### config.mk
export PLATFORM = sky130hd
export DESIGN_NAME = button_event_decoder_flat
export DESIGN_NICKNAME = d
export VERILOG_FILES = /design/src/rtl/button_event_decoder_if.sv /design/src/rtl/button_event_decoder.sv /design/src/flat_wrapper.sv
export SDC_FILE = /design/constraint.sdc
export NUM_CORES = 1
export LEC_CHECK = 0
export CORE_ASPECT_RATIO = 1.25
export CORE_MARGIN = 2
export CORE_UTILIZATION = 58
export DETAILED_ROUTE_END_ITERATION = 10
export DONT_BUFFER_PORTS = 1
export GPL_TIMING_DRIVEN = 0
export PLACE_DENSITY = 0.76
export SLEW_MARGIN = 20
export SYNTH_ARGS = -nofsm -noshare
export SYNTH_HDL_FRONTEND = slang
export SYNTH_SLANG_ARGS = --single-unit
### constraint.sdc
create_clock -name clk -period 2.3 [get_ports clk]
set_input_delay 0.23 -clock clk [delete_from_list [all_inputs] [get_ports clk]]
set_output_delay 0.23 -clock clk [all_outputs]
set_load 0.1 [all_outputs]
### src/rtl/button_event_decoder_if.sv
// Event-side bundle of button_event_decoder: debounced level plus the
// registered gesture event (valid strobe, code, measured duration).
// The decoder drives it through the master modport; consumers use slave.
interface button_event_decoder_if;
   logic        pressed;
   logic        event_valid;
   logic [1:0]  event_code;
   logic [31:0] press_duration;

   modport master (
      output pressed,
      output event_valid,
      output event_code,
      output press_duration
   );

   modport slave (
      input pressed,
      input event_valid,
      input event_code,
      input press_duration
   );
endinterface

### src/rtl/button_event_decoder.sv
// button_event_decoder: synchronizes and debounces a raw push-button pin,
// measures press lengths and classifies gestures as SHORT, LONG or DOUBLE.
// Each gesture is reported as a one-cycle event with a code and duration.
// Optional macro BUTTON_EVENT_DECODER_REPEAT_EN adds auto-repeat (code 11)
// while a LONG press stays held; without it HOLD only waits for release.
module button_event_decoder #(
   parameter int          SYNC_STAGES   = 2,
   parameter logic [31:0] REPEAT_CYCLES = 32'd10_000_000
) (
   input  logic                          clk,
   input  logic                          resetn,
   input  logic                          enable,
   input  logic [31:0]                   debounce_cycles,
   input  logic [31:0]                   long_press,
   input  logic [31:0]                   double_gap,
   input  logic                          BUTTON_IN,
   button_event_decoder_if.master        evt
);

   typedef enum logic [1:0] {IDLE, PRESS, GAP, HOLD} state_t;

   localparam logic [1:0] CODE_SHORT  = 2'b00;
   localparam logic [1:0] CODE_LONG   = 2'b01;
   localparam logic [1:0] CODE_DOUBLE = 2'b10;
   localparam logic [1:0] CODE_REPEAT = 2'b11;

   // Parameter sanity, caught at elaboration.
   if (SYNC_STAGES < 2) begin : g_bad_sync
      $error("SYNC_STAGES must be at least 2");
   end
   if (REPEAT_CYCLES == 32'd0) begin : g_bad_repeat
      $error("REPEAT_CYCLES must be at least 1");
   end

   logic [SYNC_STAGES-1:0] sync_ff;
   logic                   sync_in;
   logic                   btn_db;
   logic                   btn_db_q;
   logic [31:0]            db_cnt;
   logic [31:0]            db_limit;
   logic                   rise;
   logic                   fall;
   logic [31:0]            dur_cnt;
   logic [31:0]            gap_cnt;
   logic [31:0]            first_len;
   logic                   long_hit;
   logic                   gap_hit;
   state_t                 state;
   state_t                 state_next;
   logic                   emit;
   logic [1:0]             emit_code;
   logic [31:0]            emit_dur;

   // Metastability chain on the asynchronous pin.
   // NOTE: sequential state uses non-blocking (<=) so every flop samples pre-edge values.
   always_ff @(posedge clk or negedge resetn) begin
      if (!resetn) sync_ff <= '0;
      else         sync_ff <= {sync_ff[SYNC_STAGES-2:0], BUTTON_IN};
   end

   assign sync_in  = sync_ff[SYNC_STAGES-1];
   assign db_limit = (debounce_cycles == 32'd0) ? 32'd1 : debounce_cycles;

   // Debouncer: accept a new level only after it persists up to db_limit; runs regardless of enable.
   always_ff @(posedge clk or negedge resetn) begin
      if (!resetn) begin
         btn_db <= 1'b0;
         db_cnt <= '0;
      end else if (sync_in == btn_db) begin
         db_cnt <= '0;
      end else if (db_cnt == db_limit) begin
         btn_db <= ~btn_db;
         db_cnt <= '0;
      end else begin
         db_cnt <= db_cnt + 32'd1;
      end
   end

   // Edge detect history, press-length and release-gap counters, first-press latch.
   always_ff @(posedge clk or negedge resetn) begin
      if (!resetn) begin
         btn_db_q  <= 1'b0;
         dur_cnt   <= '0;
         gap_cnt   <= '0;
         first_len <= '0;
      end else begin
         btn_db_q <= btn_db;
         if (rise)                                 dur_cnt <= 32'd1;
         else if (btn_db && dur_cnt != '1)         dur_cnt <= dur_cnt + 32'd1;
         gap_cnt <= (state == GAP) ? gap_cnt + 32'd1 : 32'd0;
         if (state == PRESS && fall)               first_len <= dur_cnt;
      end
   end

   assign rise     = btn_db & ~btn_db_q;
   assign fall     = ~btn_db & btn_db_q;
   assign long_hit = (long_press != 32'd0) && (dur_cnt == long_press) && btn_db;
   assign gap_hit  = (gap_cnt == double_gap);

`ifdef BUTTON_EVENT_DECODER_REPEAT_EN
   logic        via_long;
   logic [31:0] rep_cnt;
   logic        rep_hit;

   assign rep_hit = (rep_cnt == REPEAT_CYCLES - 32'd1);

   // Repeat timer: armed only for a HOLD that was entered through a LONG event.
   always_ff @(posedge clk or negedge resetn) begin
      if (!resetn) begin
         via_long <= 1'b0;
         rep_cnt  <= '0;
      end else if (state != HOLD) begin
         via_long <= (state == PRESS) && (state_next == HOLD);
         rep_cnt  <= '0;
      end else begin
         rep_cnt  <= rep_hit ? 32'd0 : rep_cnt + 32'd1;
      end
   end
`endif

   // FSM state register.
   always_ff @(posedge clk or negedge resetn) begin
      if (!resetn) state <= IDLE;
      else         state <= state_next;
   end

   // FSM next-state logic; enable low forces IDLE and drops any gesture.
   // NOTE: every combinational output gets a default first so no latch is inferred.
   always_comb begin
      state_next = state;
      if (!enable) begin
         state_next = IDLE;
      end else begin
         unique case (state)
            IDLE:  if (rise) state_next = PRESS;
            PRESS: begin
               if (long_hit)  state_next = HOLD;
               else if (fall) state_next = (double_gap == 32'd0) ? IDLE : GAP;
            end
            GAP: begin
               if (rise)         state_next = HOLD;
               else if (gap_hit) state_next = IDLE;
            end
            HOLD:  if (!btn_db) state_next = IDLE;
            default: state_next = IDLE;
         endcase
      end
   end

   // FSM output logic: which event, if any, qualifies this cycle.
   always_comb begin
      emit      = 1'b0;
      emit_code = CODE_SHORT;
      emit_dur  = dur_cnt;
      if (enable) begin
         unique case (state)
            PRESS: begin
               if (long_hit) begin
                  emit      = 1'b1;
                  emit_code = CODE_LONG;
               end else if (fall && double_gap == 32'd0) begin
                  emit      = 1'b1;
               end
            end
            GAP: begin
               emit_dur = first_len;
               if (rise) begin
                  emit      = 1'b1;
                  emit_code = CODE_DOUBLE;
               end else if (gap_hit) begin
                  emit      = 1'b1;
               end
            end
`ifdef BUTTON_EVENT_DECODER_REPEAT_EN
            HOLD: begin
               if (via_long && btn_db && rep_hit) begin
                  emit      = 1'b1;
                  emit_code = CODE_REPEAT;
               end
            end
`endif
            default: emit = 1'b0;
         endcase
      end
   end

   // Registered event outputs; code and duration hold until the next event.
   always_ff @(posedge clk or negedge resetn) begin
      if (!resetn) begin
         evt.event_valid    <= 1'b0;
         evt.event_code     <= CODE_SHORT;
         evt.press_duration <= '0;
      end else begin
         evt.event_valid <= emit;
         if (emit) begin
            evt.event_code     <= emit_code;
            evt.press_duration <= emit_dur;
         end
      end
   end

   assign evt.pressed = btn_db;

endmodule

### src/flat_wrapper.sv
// flat-port wrapper written by rule: the top's interface ports become plain ports
module button_event_decoder_flat 
#(
   parameter int          SYNC_STAGES   = 2,
   parameter logic [31:0] REPEAT_CYCLES = 32'd10_000_000
)
  (clk, resetn, enable, debounce_cycles, long_press, double_gap, BUTTON_IN, evt_pressed, evt_event_valid, evt_event_code, evt_press_duration);
  button_event_decoder_if evt_i ();
  input  logic clk;
  input  logic resetn;
  input  logic enable;
  input  logic [31:0] debounce_cycles;
  input  logic [31:0] long_press;
  input  logic [31:0] double_gap;
  input  logic BUTTON_IN;
  output wire logic [$bits(evt_i.pressed)-1:0] evt_pressed;
  output wire logic [$bits(evt_i.event_valid)-1:0] evt_event_valid;
  output wire logic [$bits(evt_i.event_code)-1:0] evt_event_code;
  output wire logic [$bits(evt_i.press_duration)-1:0] evt_press_duration;
  assign evt_pressed = evt_i.pressed;
  assign evt_event_valid = evt_i.event_valid;
  assign evt_event_code = evt_i.event_code;
  assign evt_press_duration = evt_i.press_duration;
  button_event_decoder #(.SYNC_STAGES(SYNC_STAGES), .REPEAT_CYCLES(REPEAT_CYCLES)) u_core (.clk(clk), .resetn(resetn), .enable(enable), .debounce_cycles(debounce_cycles), .long_press(long_press), .double_gap(double_gap), .BUTTON_IN(BUTTON_IN), .evt(evt_i));
endmodule
-- Word-level counts from Yosys, hierarchy flattened
Cells that the tools add are included.
- reductions and logical operators: 12
- add/subtract/negate cells: 3
- bitwise gates (word level): 5
- eq/ne operators: 12
- muxes and demuxes: 27
- operators by type and width (cell ; number):
    $mux 32 ; 8
    $add 32x1->32 const B ; 3
    $eq 32x32->1 ; 3
    $logic_not 32->1 ; 2
    $ne 32x32->1 const B ; 1
    $reduce_bool 32->1 ; 1
    $mux 2 ; 10
    $ne 4x2->1 const B ; 2
    $pmux 2 s4 ; 1
    $mux 1 ; 6
    $logic_and 1x1->1 ; 5
    $eq 2x2->1 const B ; 2
    $pmux 2 s2 ; 1
    $reduce_and 4->1 ; 1
    $ne 3x2->1 const B ; 1
    $ne 3x3->1 const B ; 1
    $not 1->1 ; 3
    $and 1x1->1 ; 2
    $eq 2x1->1 const B ; 1
    $logic_not 2->1 ; 1
    $pmux 1 s2 ; 1
    $reduce_and 2->1 ; 1
    $reduce_bool 2->1 ; 1
    $eq 1x1->1 ; 1
- bits in registers: 169
- input bits: 100
- logic and storage cells: 70
- output and inout bits: 36

-- Depth between registers and ports, before layout
- word-level depth: 7
- gate-level depth with buffers: 9
- mapped depth without buffers: 8

-- Worst setup path after synthesis
OpenSTA, ideal clock, no wires.
- path type: register -> register
- from: register u_core.btn_db (netlist: u_core.evt.pressed)
- to: register u_core.evt.press_duration[10]
- data arrival time: 2.397 ns
- required time: 2.174 ns
- cell stages (with the launch flop): 7
- period minus slack after synthesis: 2.523 ns
- setup slack: -0.223 ns
- cell sequence: dfrtp_1 -> nand3_1 -> nor4_4 -> nand2_2 -> a21oi_4 -> buf_12 -> mux2_4
- longest elaborated chain between the ends: 7
- RTL lines (what ; RTL line ; text):
    from (decl) ; button_event_decoder.sv:37 ; logic btn_db;
    from (signal assigned) ; button_event_decoder.sv:72 ; btn_db <= ~btn_db;
    $not 1->1 ; button_event_decoder.sv:96 ; assign fall = ~btn_db & btn_db_q;
    $and 1x1->1 ; button_event_decoder.sv:96 ;
    $logic_and 1x1->1 ; button_event_decoder.sv:161 ; end else if (fall && double_gap == 32'd0) begin
    $mux 1 ; button_event_decoder.sv:161 ;
    $mux 1 ; button_event_decoder.sv:158 ; if (long_hit) begin
    $pmux 1 s2 * ; button_event_decoder.sv:156 ; unique case (state)
    $mux 1 * ; button_event_decoder.sv:155 ; if (enable) begin
    to (signal assigned) ; button_event_decoder.sv:197 ; evt.press_duration <= emit_dur;
    to (decl) ; button_event_decoder_if.sv:14 ; output press_duration
Every way passes the cells marked *; elsewhere a longest branch is shown, timed or not.
A chain may end at the register's enable or synchronous reset.

-- Worst setup path in the final report
- from: register u_core.dur_cnt[27]
- to: register u_core.evt.press_duration[23]
- longest elaborated chain between the ends: 6
- RTL lines (what ; RTL line ; text):
    from (decl) ; button_event_decoder.sv:43 ; logic [31:0] dur_cnt;
    from (signal assigned) ; button_event_decoder.sv:89 ; else if (btn_db && dur_cnt != '1) dur_cnt <= dur_cnt + 32'd1;
    $eq 32x32->1 ; button_event_decoder.sv:97 ; assign long_hit = (long_press != 32'd0) && (dur_cnt == long_press) && btn_db;
    $logic_and 1x1->1 (2 in a row) ; button_event_decoder.sv:97 ;
    $mux 1 ; button_event_decoder.sv:158 ;
    $pmux 1 s2 ; button_event_decoder.sv:156 ;
    $mux 1 ; button_event_decoder.sv:155 ;
    via u_core.emit ; button_event_decoder.sv:50 ; logic emit;
The timed path passes the listed nets, and every way through them passes these cells.

==> impl_metrics.env <==
export IMPL_clk_latency_ns=0.44
export IMPL_slew_viol_final=0
export IMPL_n_antenna_cell=0
export IMPL_synth_cell_types=49
export IMPL_clockRootBuffer="clkbuf_16"
export IMPL_post_place_ws_ns=-0.527
export IMPL_grt_ovfl_total=0
export IMPL_power_density_nw_per_um2=547
export IMPL_fp_dieArea_um2=17100
export IMPL_hold_class="in2async"
export IMPL_cts_buffer_depth=2
export IMPL_violations="hold timing, setup timing"
export IMPL_synthCells=878
export IMPL_critPathRequiredTime_ns=2.62
export IMPL_fp_coreArea_um2=15700
export IMPL_cts_buffers=17
export IMPL_grt_pass1_wl_mm=35.0
export IMPL_cts_hold_buf=2
export IMPL_gp_congestion=0.875
export IMPL_setup_worst_path_end_class="flop"
export IMPL_worstPathMaxFanout=9
export IMPL_yosys_warnings=0
export IMPL_port_buffer_count=0
export IMPL_grt_pass1_vias=6856
export IMPL_row_count=51
export IMPL_die_height_um=146
export IMPL_drc_errors=0
export IMPL_total_power_mw=5.81
export IMPL_tns_ns=-6.95
export IMPL_pin_count=136
export IMPL_startpoint_type="flop"
export IMPL_crit_type="reg2reg"
export IMPL_firstDrtPassIters=4
export IMPL_tightest_slew_ns=0.945
export IMPL_grtUsageTotal_pct=25.6
export IMPL_ys_seq_elements=169
export IMPL_ys_async_sr_fraction_pct=100
export IMPL_grt_max_degree=170
export IMPL_syn_area_per_cell_um2=10.6
export IMPL_vias_per_cell=5.78
export IMPL_worst_slack_ns=-0.238
export IMPL_syn_area_um2=9340
export IMPL_final_setup_viol_count=34
export IMPL_fmax_mhz=394
export IMPL_synth_edf_count=0
export IMPL_max_vdd_ir_drop_mv=0.475
export IMPL_relSlewSlack_pct=37.0
export IMPL_timing_hold_ws_ns=-0.516
export IMPL_dp_hpwl_mm=14.8
export IMPL_leakage_nw=4.89
export IMPL_die_w_um=118
export IMPL_antenna_left=0
export IMPL_num_vias=6620
export IMPL_syn2layout_area_growth_pct=13.9
export IMPL_final_core_util_pct=67.8
export IMPL_ys_seq_area_share_pct=45.3
export IMPL_fin_crit_ns=2.54
export IMPL_status="finished with violations"
export IMPL_finClkSkew_ns=0.00852
export IMPL_grt_antenna_before_repair=0
export IMPL_drt_total_wl_mm=21.9
export IMPL_cts_tree="built"
export IMPL_drv_cap=0
export IMPL_synth_nets=986
export IMPL_drive_gt1_share_pct=23.2
export IMPL_hold_viol=169
export IMPL_cts_max_level=4
export IMPL_fin_nets=1031
export IMPL_arrival_ns=2.86
export IMPL_rsz0062_at_grt="yes"
export IMPL_drtIter0Drc=360
export IMPL_ys_flop_type="dfrtp_1"
export IMPL_clk_pin_slew_worst_paths_ns=0.06
export IMPL_start_util_pct=59.5
export IMPL_clkSinkCount=169
export IMPL_avgRoutedWirePerCell_um=19.1
export IMPL_min_period_over_period_pct=110
## area by class of cell
| class | instances | area (µm²) |
|---|---|---|
| buffer | 31 | 233 |
| clock buffer | 20 | 447 |
| clock inverter | 10 | 97.6 |
| fill | 1204 | 5060 |
| inverter | 15 | 56.3 |
| multi-input combinational | 660 | 5010 |
| sequential | 169 | 4250 |
| tap | 212 | 265 |
| timing repair buffer | 29 | 280 |
## synthesized netlist by cell type, types with 4 or more instances
library cell / n / area [µm²]
dfrtp_1: 169 / 4230
xor2_1: 139 / 1220
nor2_1: 108 / 405
mux2_2: 65 / 732
nand2_1: 50 / 188
nor4_1: 47 / 294
xnor2_1: 40 / 350
nand3_1: 34 / 170
mux2_4: 28 / 420
nand4_1: 27 / 169
clkbuf_1: 20 / 75.1
and3_1: 17 / 106
o21ai_0: 16 / 80.1
inv_1: 15 / 56.3
a21oi_1: 11 / 55.1
nor3_1: 11 / 55.1
and2_1: 8 / 50.1
and4_1: 8 / 70.1
ha_1: 8 / 100
or3_1: 8 / 50.1
buf_6: 5 / 56.3
buf_2: 4 / 20.0
nand2b_1: 4 / 25.0
nor4_2: 4 / 50.1
## flip-flops by register name (all words and copies together) (netlist names)
| name | flops |
|---|---|
| u_core.db_cnt | 32 |
| u_core.first_len | 32 |
| u_core.state | 2 |
| u_core.btn_db_q | 1 |
| u_core.evt.event_code | 2 |
| u_core.gap_cnt | 32 |
| u_core.evt.pressed | 1 |
| u_core.evt.press_duration | 32 |
| u_core.sync_ff | 2 |
| u_core.dur_cnt | 32 |
| u_core.evt.event_valid | 1 |
## final timing paths
kind                       slack [ns]                            from                                        end  cells after the start
setup / recovery                -0.24  u_core.dur_cnt[27]$_DFFE_PN0P_  u_core.evt.press_duration[23]$_DFFE_PN0P_                      9
hold / removal                  -0.52                          resetn               u_core.gap_cnt[15]$_DFF_PN0_                      0
setup reg to reg                -0.24  u_core.dur_cnt[27]$_DFFE_PN0P_  u_core.evt.press_duration[23]$_DFFE_PN0P_                      9
hold reg to reg                  0.37     u_core.sync_ff[0]$_DFF_PN0_                u_core.sync_ff[1]$_DFF_PN0_                      0
max in group asynchronous        2.52                          resetn              u_core.dur_cnt[8]$_DFFE_PN0P_                      0
min in group clk                 0.05                          enable                u_core.state[0]$_DFFE_PN0P_                      2
## critical path: stages, from the launching register on
cell and delay (ns):
dfrtp_2 0.45, xor2_1 0.17, nor4_2 0.29, nand3_1 0.17, nor4_4 0.41, nand2_2 0.14, a21oi_4 0.17, buf_6 0.18
buf_12 0.15, mux2_4 0.29
## timing repair
item / CTS / global route
endpoints found under the setup margin: 118 / 119
setup buffers: 11 / 13
gates cloned: 1 / 2
pin swaps: 7 / 15
hold endpoints to repair: 172 / 169
gates resized for setup: 23 / 48
## stage by stage
stage          instances  area, µm²
5_1_grt             1146      10600
4_1_cts             1132      10400
2_1_floorplan        878       9350
3_3_place_gp        1090       9620
3_5_place_dp        1090       9620
6_report            1146      10600
## routing by layer
metal | wire length (µm) | vias to the layer above | part of all wire, % | track usage (%)
met5 | 0 | - | 0 | 0
met4 | 675 | 0 | 3.1 | 11.3
li1 | - | 3119 | - | -
met3 | 1170 | 52 | 5.4 | 5.80
met1 | 8970 | 3251 | 41 | 31.3
met2 | 11000 | 198 | 51 | 43.5
## where the power goes
part	internal (mW)	total, mW	switching [mW]
registers	2.98	2.99	0.00789
clock network	1.51	2.71	1.20
logic	0.0598	0.121	0.0614
total	4.55	5.81	1.27
## logic make-up (layout without fill, tap and decap cells)
| family | count (synthesis) | in the layout | synth area share, % |
|---|---|---|---|
| compound gates | 39 | 39 | 2.59 |
| buf+inv | 49 | 105 | 3.00 |
| flops | 169 | 169 | 45.3 |
| xor+xnor | 180 | 180 | 17.0 |
| mux | 95 | 95 | 12.6 |
| simple gates | 338 | 338 | 18.6 |
| fa+ha+maj | 8 | 8 | 1.07 |
## cell usage in the layout, fill, tap and decap left out, types with 4 or more instances in the layout
cell / n
xor2_1: 138
buf_4: 18
clkbuf_16: 18
nand4_1: 27
dfrtp_1: 156
a21oi_1: 9
buf_2: 6
inv_1: 15
and3_1: 16
or3_1: 8
clkbuf_2: 7
nor2_1: 105
nor3_1: 8
nor4_4: 4
nor4_1: 43
nor4_2: 5
o21ai_0: 15
nand3_1: 33
clkbuf_1: 11
ha_1: 8
buf_6: 13
xnor2_1: 40
dfrtp_2: 12
mux2_4: 32
and2_1: 8
and4_1: 7
mux2_2: 61
nand2_1: 50
No activity file was read; power rests on OpenSTA's default activity.
